--- src/rtl/fifo_burst_reader.sv ---
// Drains a first-word-fall-through FIFO and emits fixed-length AXI-Stream bursts with tlast.
// Partial bursts go out on a flush request or after an idle timeout.
module fifo_burst_reader #(
  parameter int unsigned BW        = 8,
  parameter int unsigned LGFLEN    = 4,
  parameter int unsigned BURST_LEN = 8,
  parameter int unsigned TIMEOUT   = 16
) (
  input  logic              i_clk,
  input  logic              i_reset,
  input  logic [BW-1:0]     i_fifo_data,
  input  logic              i_fifo_empty,
  input  logic [LGFLEN:0]   i_fifo_fill,
  output logic              o_fifo_rd,
  input  logic              i_flush,
  output logic              m_axis_tvalid,
  input  logic              m_axis_tready,
  output logic [BW-1:0]     m_axis_tdata,
  output logic              m_axis_tlast,
  output logic              o_busy,
  output logic [15:0]       o_burst_count
);

  localparam int unsigned   FW        = LGFLEN + 1;
  localparam int unsigned   TW        = (TIMEOUT > 1) ? $clog2(TIMEOUT) : 1;
  localparam logic [FW-1:0] BurstLenW = FW'(BURST_LEN);
  localparam logic [FW-1:0] OneF      = FW'(1);
  localparam logic [TW-1:0] TimerMax  = TW'(TIMEOUT - 1);
  localparam logic [TW-1:0] OneT      = TW'(1);

  typedef enum logic [0:0] {StIdle, StBurst} state_e;

  state_e          state_q;
  logic [FW-1:0]   beats_left_q;
  logic [TW-1:0]   timer_q;
  logic            flush_pending_q;
  logic            skid_valid_q;
  logic [BW-1:0]   skid_data_q;
  logic            skid_last_q;

  logic accept;
  logic xfer;
  logic pop_last;
  logic fill_full;
  logic fill_any;
  logic timer_expired;

  assign accept        = !skid_valid_q;
  assign xfer          = m_axis_tvalid && m_axis_tready;
  // No pop during a reset cycle, so discarded beats are never taken out of the FIFO.
  assign o_fifo_rd     = (state_q == StBurst) && !i_fifo_empty && (beats_left_q != '0) &&
                         accept && !i_reset;
  assign pop_last      = o_fifo_rd && (beats_left_q == OneF);
  assign fill_full     = i_fifo_fill >= BurstLenW;
  assign fill_any      = i_fifo_fill != '0;
  assign timer_expired = (TIMEOUT != 0) && (timer_q == TimerMax);
  assign o_busy        = (state_q == StBurst) || m_axis_tvalid;

  always_ff @(posedge i_clk) begin
    if (i_reset) begin
      state_q         <= StIdle;
      beats_left_q    <= '0;
      timer_q         <= '0;
      flush_pending_q <= 1'b0;
      skid_valid_q    <= 1'b0;
      skid_data_q     <= '0;
      skid_last_q     <= 1'b0;
      m_axis_tvalid   <= 1'b0;
      m_axis_tdata    <= '0;
      m_axis_tlast    <= 1'b0;
      o_burst_count   <= '0;
    end else begin
      // Output skid buffer: drain main, refill from skid, then place any popped word.
      if (xfer) begin
        if (m_axis_tlast) o_burst_count <= o_burst_count + 16'd1;
        if (skid_valid_q) begin
          m_axis_tdata <= skid_data_q;
          m_axis_tlast <= skid_last_q;
          skid_valid_q <= 1'b0;
        end else begin
          m_axis_tvalid <= 1'b0;
        end
      end
      if (o_fifo_rd) begin
        if (!m_axis_tvalid || xfer) begin
          m_axis_tvalid <= 1'b1;
          m_axis_tdata  <= i_fifo_data;
          m_axis_tlast  <= pop_last;
        end else begin
          skid_valid_q <= 1'b1;
          skid_data_q  <= i_fifo_data;
          skid_last_q  <= pop_last;
        end
      end

      unique case (state_q)
        StIdle: begin
          if (fill_full) begin
            state_q         <= StBurst;
            beats_left_q    <= BurstLenW;
            timer_q         <= '0;
            flush_pending_q <= 1'b0;
          end else if ((flush_pending_q || timer_expired) && fill_any) begin
            state_q         <= StBurst;
            beats_left_q    <= i_fifo_fill;
            timer_q         <= '0;
            flush_pending_q <= 1'b0;
          end else if (fill_any) begin
            timer_q <= timer_q + OneT;
          end else begin
            timer_q         <= '0;
            flush_pending_q <= 1'b0;
          end
        end
        StBurst: begin
          timer_q <= '0;
          if (o_fifo_rd) beats_left_q <= beats_left_q - OneF;
          if (pop_last) state_q <= StIdle;
        end
      endcase

      // A flush arriving mid-burst is held until the next IDLE.
      if (i_flush) flush_pending_q <= 1'b1;
    end
  end

endmodule
--- config.mk ---
export PLATFORM = sky130hd
export DESIGN_NAME = fifo_burst_reader
export DESIGN_NICKNAME = d
export VERILOG_FILES = /design/src/rtl/fifo_burst_reader.sv
export SDC_FILE = /design/constraint.sdc
export NUM_CORES = 1
export LEC_CHECK = 0
export CORE_MARGIN = 1
export CORE_UTILIZATION = 54
export DETAILED_ROUTE_END_ITERATION = 10
export PLACE_DENSITY = 0.87
export SYNTH_ARGS = -nofsm -noshare
export SYNTH_HDL_FRONTEND = slang
export SYNTH_SLANG_ARGS = --single-unit
--- constraint.sdc ---
create_clock -name i_clk -period 5.4 [get_ports i_clk]
set_input_delay 0.81 -clock i_clk [delete_from_list [all_inputs] [get_ports i_clk]]
set_output_delay 0.81 -clock i_clk [all_outputs]
set_load 0.01 [all_outputs]
### Word-level counts from Yosys, hierarchy flattened

Cells that the tools add are included.

* equal/unequal tests: 6
* add/subtract/negate cells: 3
* mux-type cells: 32
* bitwise logic cells: 2
* reductions and logical operators: 20
* order comparisons: 1

Operators by type and width (count)
* $mux W8: 4
* $mux W1: 19
* $add A16 B1 Y16 const B: 1
* $mux W5: 3
* $mux W4: 3
* $pmux W5 S2: 1
* $reduce_bool A5 Y1: 2
* $pmux W4 S2: 1
* $reduce_and A2 Y1: 4
* $logic_and A1 B1 Y1: 7
* $eq A5 B1 Y1 const B: 1
* $ge A5 B4 Y1 const B: 1
* $sub A5 B1 Y5 const B: 1
* $add A4 B1 Y4 const B: 1
* $eq A4 B4 Y1 const B: 1
* $logic_not A1 Y1: 4
* $ne A2 B2 Y1 const B: 2
* $ne A4 B3 Y1 const B: 1
* $logic_or A1 B1 Y1: 3
* $ne A3 B3 Y1 const B: 1
* $not A1 Y1: 2
* $pmux W1 S2: 1

* input port bits: 18
* word-level logic and storage cells: 75
* output and inout port bits: 28
* register bits after elaboration: 47

### Depth between registers and ports, before layout

Gate-level depths: netlist (run 1).

* depth in word-level cells: 8
* gate-level depth with buffers: 7
* depth with buffers taken out: 7

### Least setup slack after synthesis (run 1)

No wires, ideal clock.

* path kind: input to output
* from: in i_reset
* to: out o_fifo_rd
* path buffers: 1
* data arrival time: 1.487 ns
* slack: 3.103 ns
* stages on the path: 4
* cells stage by stage: buf_2 -> nor4b_2 -> nand2_2 -> inv_2

* word-level cells in the longest chain between the ends: 2

RTL lines
* start: declaration: RTL line 10 `input logic i_reset,`
* $logic_not A1 Y1: RTL line 52 `accept && !i_reset;`
* $logic_and A1 B1 Y1: RTL line 52
* end: declaration: RTL line 14 `output logic o_fifo_rd,`

No other way between the ends.

### Worst setup path in the final report (run 1)

* from: in i_fifo_empty
* to: out o_fifo_rd

* word-level cells in the longest chain between the ends: 5

RTL lines
* start: declaration: RTL line 12 `input logic i_fifo_empty,`
* $logic_not A1 Y1: RTL line 51 `assign o_fifo_rd = (state_q == StBurst) && !i_fifo_empty && (beats_left_q != '0) &&`
* $logic_and A1 B1 Y1 (3 in a row): RTL line 51
* $logic_and A1 B1 Y1: RTL line 52

No other way between the ends.

==> impl_metrics.yaml, run 1 <==
pwr:
  peakVddDrop_uv: 153
  p_leak_nw: 1.00
  powerDensity_nw_per_um2: 256
drt:
  final_antenna_net_count: 0
  drt_iter0_markers: 139
  vias_per_cell: 5.73
  dr.pass1.iters: 4
  wl_per_cell_um: 13.9
  drc: 0
  vias: 1867
  drt_wl_total_um: 4520
yosys:
  ys_seq_area_frac: 0.434
  synth_nets: 257
  synth_cell_types: 45
  yosys_warnings: 0
  ys_async_sr_fraction: 0
  synth_top_area_frac: 0.434
  ys.flop_type: "dfxtp_1"
  synth_edf_count: 0
  synthTopCellsByArea: "dfxtp_1 (43%), mux2i_1 (8.8%), nor2_1 (6.8%), xnor2_1 (4.0%), a211oi_1 (3.5%)"
  yosys.area.top_type: "dfxtp_1"
  syn_area_per_cell_um2: 9.26
  netlist_area_um2: 2170
  synth_cells: 234
  synth_seq_cells: 47
run:
  cap_violations: 0
floorplanning:
  die_area_um2: 4270
  core-area_um2: 3740
  die_x_um: 65.4
  num_rows: 22
  ioPinCount: 46
  start_util: 0.579
  fp.dieH_um: 65.4
critical_path:
  cp.arrival_ns: 2.48
  worst_path_max_delay_cell: "clkdlybuf4s50_1"
  required_ns: 4.59
  reg2reg_depth: 4
  endpoint_kind: "output pin"
  critPathMaxFanout: 7
  slowest_delay_ns: 0.55
  critPathMostFrequentCell: "clkdlybuf4s50_1"
  crit_chain: "clkdlybuf4s50_1, nor4b_2, nand2_2, inv_2, clkdlybuf4s50_1"
  critPathLaunchType: "input pin"
  critPathKind: "in2out"
final_layout:
  n_antenna_cell: 0
  fin_util: 0.733
  final_cell_mix: "dfxtp_1 (47), clkdlybuf4s50_1 (45), nor2_1 (39)"
  fin_nets: 300
  drive_gt1_frac: 0.0647
  area_growth_pct: 26.6
  layout_commonest_cell: "dfxtp_1"
  fin_area_um2: 2740
timing:
  slew_headroom: 0.357
  finalSetupTns_ns: 0
  worst_pin_slew_ns: 0.959
  fmax_mhz: 304
  finalCriticalPeriod_ns: 3.29
  worst_slack_ns: 2.11
  hold_violations: 0
  whs_ns: 0.453
  finalMaxSlewViolations: 0
  period_share: 0.609
  fin_skew_ns: 0.00797
  rsz0062_at_grt: "false"
  final-setup-viol-count: 0
global_route:
  overflow: 0
  grt_pass1_vias: 1726
  antenna_found_initial: 0
  gr-usage-all-layers: 0.233
  grt_start_max_net_pins: 44
  grt_pass1_wl_um: 7660
cts:
  hold_buffers: 0
  root_buffer: "clkbuf_8"
  cts-buffers-inserted: 5
  post_cts_buffers: 0
  cts.sinks: 47
  clkTransAtPathRegs_ns: 0.08
  clockBufferDepth: 2
  cts_repair_resize_count: 0
  htree_levels: 2
  clk_latency_ns: 0.31
  cts_tree: "built"
place:
  globalplace.congestion: 0.829
  place_area_um2: 2620
  place_ws_ns: 2.01
  portBuffers: 45
  hpwl_um: 3190
min_path:
  min_path_cells: 1
  timing.hold.worst.class: "reg2reg"
run_status:
  status: "finished clean"
## synthesized netlist by cell type (2+ instances only)
cell      number
a21oi_1       11
buf_6          3
mux2i_1       19
or4b_4         2
o31ai_1        2
nand2_1        9
and2_1         3
dfxtp_1       47
a31oi_1        2
ha_1           5
and4_1         5
a211oi_1      10
o21a_1         2
clkbuf_1       4
nand3_1        8
inv_1          7
nor4b_1        2
nor3_1         4
xor2_1         3
or4_1          3
nand4_1        3
nor4_1         2
buf_2          2
or3_1          4
nor2_1        39
xnor2_1       10
o21ai_0        5
## routing by layer
layer,track usage,share of wire,up-vias
met1,0.292,0.46,882
met2,0.388,0.48,61
li1,-,-,920
met3,0.0573,0.056,4
met5,0,0,-
met4,0.0815,0.0084,0
## worst max-delay path: cells and delay by family
family | cells | cell delay, ns
and+or+nand+nor | 2 | 0.54
buffers and inverters | 3 | 1.14
## sequential cells by signal (all words and copies together), names as in the netlist, 4 cells and up
signal	cells
skid_data_q	8
beats_left_q	5
m_axis_tdata	8
o_burst_count	16
timer_q	4
## cell type report
cell class | count | area [um^2]
Clock buffer | 6 | 82.6
Clock inverter | 2 | 38.8
Fill cell | 295 | 1000
Inverter | 8 | 30.0
Multi-Input combinational cell | 169 | 1130
Sequential cell | 47 | 941
Tap cell | 48 | 60.1
Timing Repair Buffer | 46 | 458
## path summary, 6_finish.rpt
| path | from | end | slack [ns] |
|---|---|---|---|
| max | i_fifo_empty | o_fifo_rd | 2.11 |
| min | timer_q[0] | timer_q[0] | 0.45 |
| max reg2reg | state_q | skid_data_q[7] | 3.09 |
| min reg2reg | timer_q[0] | timer_q[0] | 0.45 |
## kinds of logic (layout without fill, tap and decap cells)
family	count (synthesis)	in the layout	synth area share
buffers and inverters	18	62	0.0427
multiplexers	19	19	0.0878
AO/OA/AOI/OAI	39	39	0.120
AND/OR/NAND/NOR	93	93	0.234
adder cells (fa/ha/maj)	5	5	0.0289
flip-flops	47	47	0.434
XOR/XNOR	13	13	0.0525
## power breakdown
| group | total, mW | internal, mW | switching (mW) |
|---|---|---|---|
| sequential | 0.362 | 0.354 | 0.00806 |
| combinational | 0.0686 | 0.0358 | 0.0328 |
| clock | 0.273 | 0.152 | 0.121 |
## through the flow
| step | total power [mW] | cells |
|---|---|---|
| after floorplan | 0.408 | 234 |
| after global placement | 0.436 | 318 |
| after detailed placement | 0.437 | 318 |
| after CTS | 0.707 | 326 |
| after global routing | 0.730 | 326 |
| final | 0.703 | 326 |
Note: power is estimated with default switching activity, not from simulation.
==> inputs of run 2 (changes only) <==
- CORE_UTILIZATION: 54 -> 50
- PLACE_DENSITY: 0.87 -> 0.82
- clock period: 5.4 -> 3.23 ns (I/O delays scaled with it)
==> run 2 against run 1 <==
Compared with the run above: clock skew decreased by 0.0049 ns; global-route usage decreased by 2.0 points; die area increased by 7.7%; non-clock buffer count increased by 1; power increased by 50%; sequential power increased by 67%; via count decreased by 2.2%; wire length decreased by 1.6%; count of clock-buffer cells in the layout increased by 1.
==> impl_metrics.yaml, run 2 (synthesis gave the netlist of run 1 again) <==
timing:
  slew_headroom: 0.566
  rsz0062_at_grt: "false"
  hold_violations: 0
  finalSetupTns_ns: 0
  worst_slack_ns: 0.608
  worst_pin_slew_ns: 0.650
  fin_skew_ns: 0.00312
  period_share: 0.812
  fmax_mhz: 381
  final-setup-viol-count: 0
  finalCriticalPeriod_ns: 2.62
  whs_ns: 0.455
  finalMaxSlewViolations: 0
pwr:
  p_sw_uw: 250
  sw_frac_of_total: 0.237
  intPower_uw: 803
  powerDensity_nw_per_um2: 388
  p_leak_nw: 0.990
  seq_power_share: 0.573
  pwr-share-clk: 0.319
  power_frac_comb: 0.108
  peakVddDrop_uv: 224
cts:
  cts_tree: "built"
  clk_latency_ns: 0.29
  cts_repair_resize_count: 0
  cts-buffers-inserted: 5
  clockBufferDepth: 2
  clkTransAtPathRegs_ns: 0.08
  hold_buffers: 0
  cts.sinks: 47
  root_buffer: "clkbuf_8"
  post_cts_buffers: 0
  htree_levels: 2
drt:
  final_antenna_net_count: 0
  vias_per_cell: 5.55
  vias: 1825
  wl_per_cell_um: 13.5
  drc: 0
  drt_iter0_markers: 101
  drt_wl_total_um: 4440
  dr.pass1.iters: 4
run:
  cap_violations: 0
final_layout:
  n_antenna_cell: 0
  area_growth_pct: 25.2
  reg_top3: "o_burst_count x16, m_axis_tdata x8, skid_data_q x8"
  layout_commonest_cell: "dfxtp_1"
  final_cell_mix: "dfxtp_1 (47), clkdlybuf4s50_1 (45), nor2_1 (39)"
  fin_nets: 301
  largest_reg_flops: 16
  drive_gt1_frac: 0.0609
  fin_util: 0.664
  regMostFlops: "o_burst_count"
floorplanning:
  num_rows: 23
  die_x_um: 67.8
  start_util: 0.530
  core-area_um2: 4090
  fp.dieH_um: 67.8
  die_area_um2: 4600
  ioPinCount: 46
place:
  portBuffers: 45
  hpwl_um: 3190
  globalplace.congestion: 0.850
  place_ws_ns: 0.612
critical_path:
  slowest_delay_ns: 0.55
  critPathBufInv: 3
  crit_chain: "clkdlybuf4s50_1, nor4b_2, nand2_2, inv_2, clkdlybuf4s50_1"
  critPathMostFrequentCell: "clkdlybuf4s50_1"
  cp.arrival_ns: 2.14
  required_ns: 2.75
  endpoint_kind: "output pin"
  critPathKind: "in2out"
  critPathLaunchType: "input pin"
  critPathMaxFanout: 7
  worst_path_max_delay_cell: "clkdlybuf4s50_1"
  cp_top_family: "buffers and inverters"
global_route:
  grt_pass1_wl_um: 7400
  grt_pass1_vias: 1691
  overflow: 0
  gr-usage-all-layers: 0.213
  antenna_found_initial: 0
  grt_start_max_net_pins: 43
min_path:
  timing.hold.worst.class: "reg2reg"
run_status:
  status: "finished clean"
run 2: routing by layer:
layer	wire [um]	GRT usage
met5	0	0
met4	61	0.0885
met3	192	0.0567
met2	2090	0.351
met1	2100	0.261
run 2: final timing paths:
path	from	endpoint	slack, ns	cells after the start
worst max register to register	beats_left_q[0]	beats_left_q[3]	1.35	7
worst max-delay path	i_fifo_empty	o_fifo_rd	0.61	5
worst min register to register	timer_q[0]	timer_q[0]	0.45	1
worst min-delay path	timer_q[0]	timer_q[0]	0.45	1
run 2: worst register-to-register path: stages, from the launching register on:
cell,delay (ns)
dfxtp_1,0.33
inv_1,0.13
ha_1,0.18
or4b_4,0.48
nand2_2,0.11
inv_2,0.07
and4_1,0.21
o31a_1,0.27
run 2: layout make-up:
| cell class | count | area, um^2 |
|---|---|---|
| fill | 359 | 1370 |
| multi-input combinational | 169 | 1130 |
| sequential | 47 | 941 |
| timing repair buffer | 47 | 465 |
| clock buffer | 7 | 76.3 |
| tap | 50 | 62.6 |
| inverter | 8 | 30.0 |
| clock inverter | 1 | 5.00 |
run 2: per-stage QoR:
stage / instances / instance area [um^2] / power [mW]
detailed placement: 321 / 2630 / 0.730
floorplan: 234 / 2170 / 0.681
global route: 329 / 2710 / 1.10
finish: 329 / 2710 / 1.05
CTS: 329 / 2710 / 1.06
global placement: 321 / 2630 / 0.729
run 2: power by group through the flow:
stage	combinational, mW	clock, mW	sequential (mW)
finish	0.113	0.336	0.604
CTS	0.114	0.347	0.604
detailed placement	0.113	0	0.617
floorplan	0.0669	0	0.615
global route	0.124	0.365	0.606
global placement	0.112	0	0.617
==> inputs of run 3 (changes only) <==
- clock period: 3.23 -> 2.42 ns (I/O delays scaled with it)
==> run 3 against run 2 <==
Compared with the run above: sequential power up 34%; clock skew about the same; critical path depth up 1; global-route usage up 0.77 points; power up 41%; combinational power up 37%; die area unchanged; core utilization up 1.8 points; sequential share of layout area down 0.93 points; critical path type is now reg2out; highest routed layer unchanged.
==> impl_metrics.yaml, run 3 (synthesis gave the netlist of run 1 again) <==
drt:
  vias_per_cell: 5.43
  dr.pass1.iters: 4
  vias: 1815
  drt_wl_total_um: 4410
  drt_iter0_markers: 73
  final_antenna_net_count: 0
  drc: 0
  wl_per_cell_um: 13.2
min_path:
  hp-start: "timer_q[0]"
  min_path_cells: 1
  timing.hold.worst.class: "reg2reg"
  min_to: "timer_q[0]"
place:
  portBuffers: 45
  globalplace.congestion: 0.839
  hpwl_um: 3170
timing:
  worst_pin_slew_ns: 0.556
  rsz0062_at_grt: "false"
  whs_ns: 0.458
  finalCriticalPeriod_ns: 2.05
  period_share: 0.846
  slew_headroom: 0.624
  hold_violations: 0
  final-setup-viol-count: 0
  finalMaxSlewViolations: 0
  fin_skew_ns: 0.00341
  fmax_mhz: 488
  finalSetupTns_ns: 0
final_layout:
  largest_reg_flops: 16
  n_antenna_cell: 0
  regMostFlops: "o_burst_count"
  fin_nets: 306
  reg_top3: "o_burst_count x16, m_axis_tdata x8, skid_data_q x8"
  final_cell_mix: "dfxtp_1 (47), clkdlybuf4s50_1 (44), nor2_1 (39)"
  drive_gt1_frac: 0.0915
  layout_commonest_cell: "dfxtp_1"
  area_growth_pct: 28.7
critical_path:
  critPathKind: "reg2out"
  reg2reg_depth: 8
  endpoint_kind: "output pin"
  required_ns: 2.06
  r2r_slack_ns: 0.49
  critPathLaunchType: "flip-flop"
  cp.arrival_ns: 1.68
  r2r-end: "beats_left_q[3]"
  critPathMaxFanout: 5
  r2r-start: "beats_left_q[0]"
global_route:
  grt_start_max_net_pins: 37
  gr-usage-all-layers: 0.221
  antenna_found_initial: 0
  grt_pass1_vias: 1696
  grt_pass1_wl_um: 7610
  overflow: 0
cts:
  cts_repair_resize_count: 0
  cts.sinks: 47
  cts_tree: "built"
  post_cts_buffers: 0
  root_buffer: "clkbuf_8"
  cts-buffers-inserted: 5
  clkTransAtPathRegs_ns: 0.08
  clockBufferDepth: 2
  hold_buffers: 0
  clk_latency_ns: 0.30
  htree_levels: 2
floorplanning:
  ioPinCount: 46
  fp.dieH_um: 67.8
  die_x_um: 67.8
  die_area_um2: 4600
  core-area_um2: 4090
  start_util: 0.530
  num_rows: 23
pwr:
  powerDensity_nw_per_um2: 532
  power_frac_comb: 0.105
  seq_power_share: 0.544
  p_leak_nw: 1.04
  pwr-share-clk: 0.351
  sw_frac_of_total: 0.237
  peakVddDrop_uv: 337
  p_sw_uw: 352
  intPower_mw: 1.13
run:
  cap_violations: 0
run_status:
  status: "finished clean"
-- run 3: changes by cell type in the layout (fill, tap and decap cells not counted), moves of 2 or more --
cell | previous run | this run
clkbuf_1 | 2 | 0
inv_1 | 7 | 5
clkbuf_8 | 5 | 7
buf_4 | 2 | 6
inv_2 | 1 | 3
-- run 3: worst max-delay path by stage --
stage,start,endpoint,cells after the start
final,beats_left_q[0],o_fifo_rd,6
after global routing,beats_left_q[0],o_fifo_rd,6
after CTS,beats_left_q[0],o_fifo_rd,6
after detailed placement,i_reset,skid_data_q[1],6
after global placement,i_fifo_empty,o_fifo_rd,5
after floorplan,beats_left_q[0],beats_left_q[3],7
-- run 3: area by class of cell --
cell class | count | area [um^2]
clock inverter | 1 | 7.51
fill | 327 | 1300
tap | 50 | 62.6
clock buffer | 7 | 96.3
sequential | 47 | 941
timing repair buffer | 52 | 518
inverter | 8 | 30.0
multi-input combinational | 169 | 1130
-- run 3: power groups by stage --
stage,Sequential (mW),Combinational [mW],Clock [mW]
finish,0.807,0.155,0.521
global route,0.810,0.171,0.568
CTS,0.806,0.155,0.532
detailed placement,0.824,0.154,0
global placement,0.824,0.153,0
floorplan,0.820,0.0893,0
-- run 3: stage by stage --
step	util	instance area (um^2)	worst slack (ns)	cells	power, mW
floorplan	-	2170	0.662	234	0.909
global placement	0.656	2680	0.205	326	0.977
detailed placement	0.656	2680	0.178	326	0.979
CTS	0.682	2790	0.00713	334	1.49
global route	0.682	2790	0.304	334	1.55
finish	0.682	2790	0.372	334	1.48
-- run 3: critical path: stages (launching register included) --
cell            delay [ns]
dfxtp_1               0.34
inv_2                 0.09
ha_1                  0.16
or4b_4                0.48
nand2_2               0.11
inv_2                 0.04
dlymetal6s2s_1        0.16
-- run 3: routing by layer --
metal  wire length (um)  GRT usage  share of wire
met2               2020      0.366           0.46
met4                 65     0.0781          0.015
met5                  0          0              0
met1               2120      0.276           0.48
met3                198     0.0567          0.045
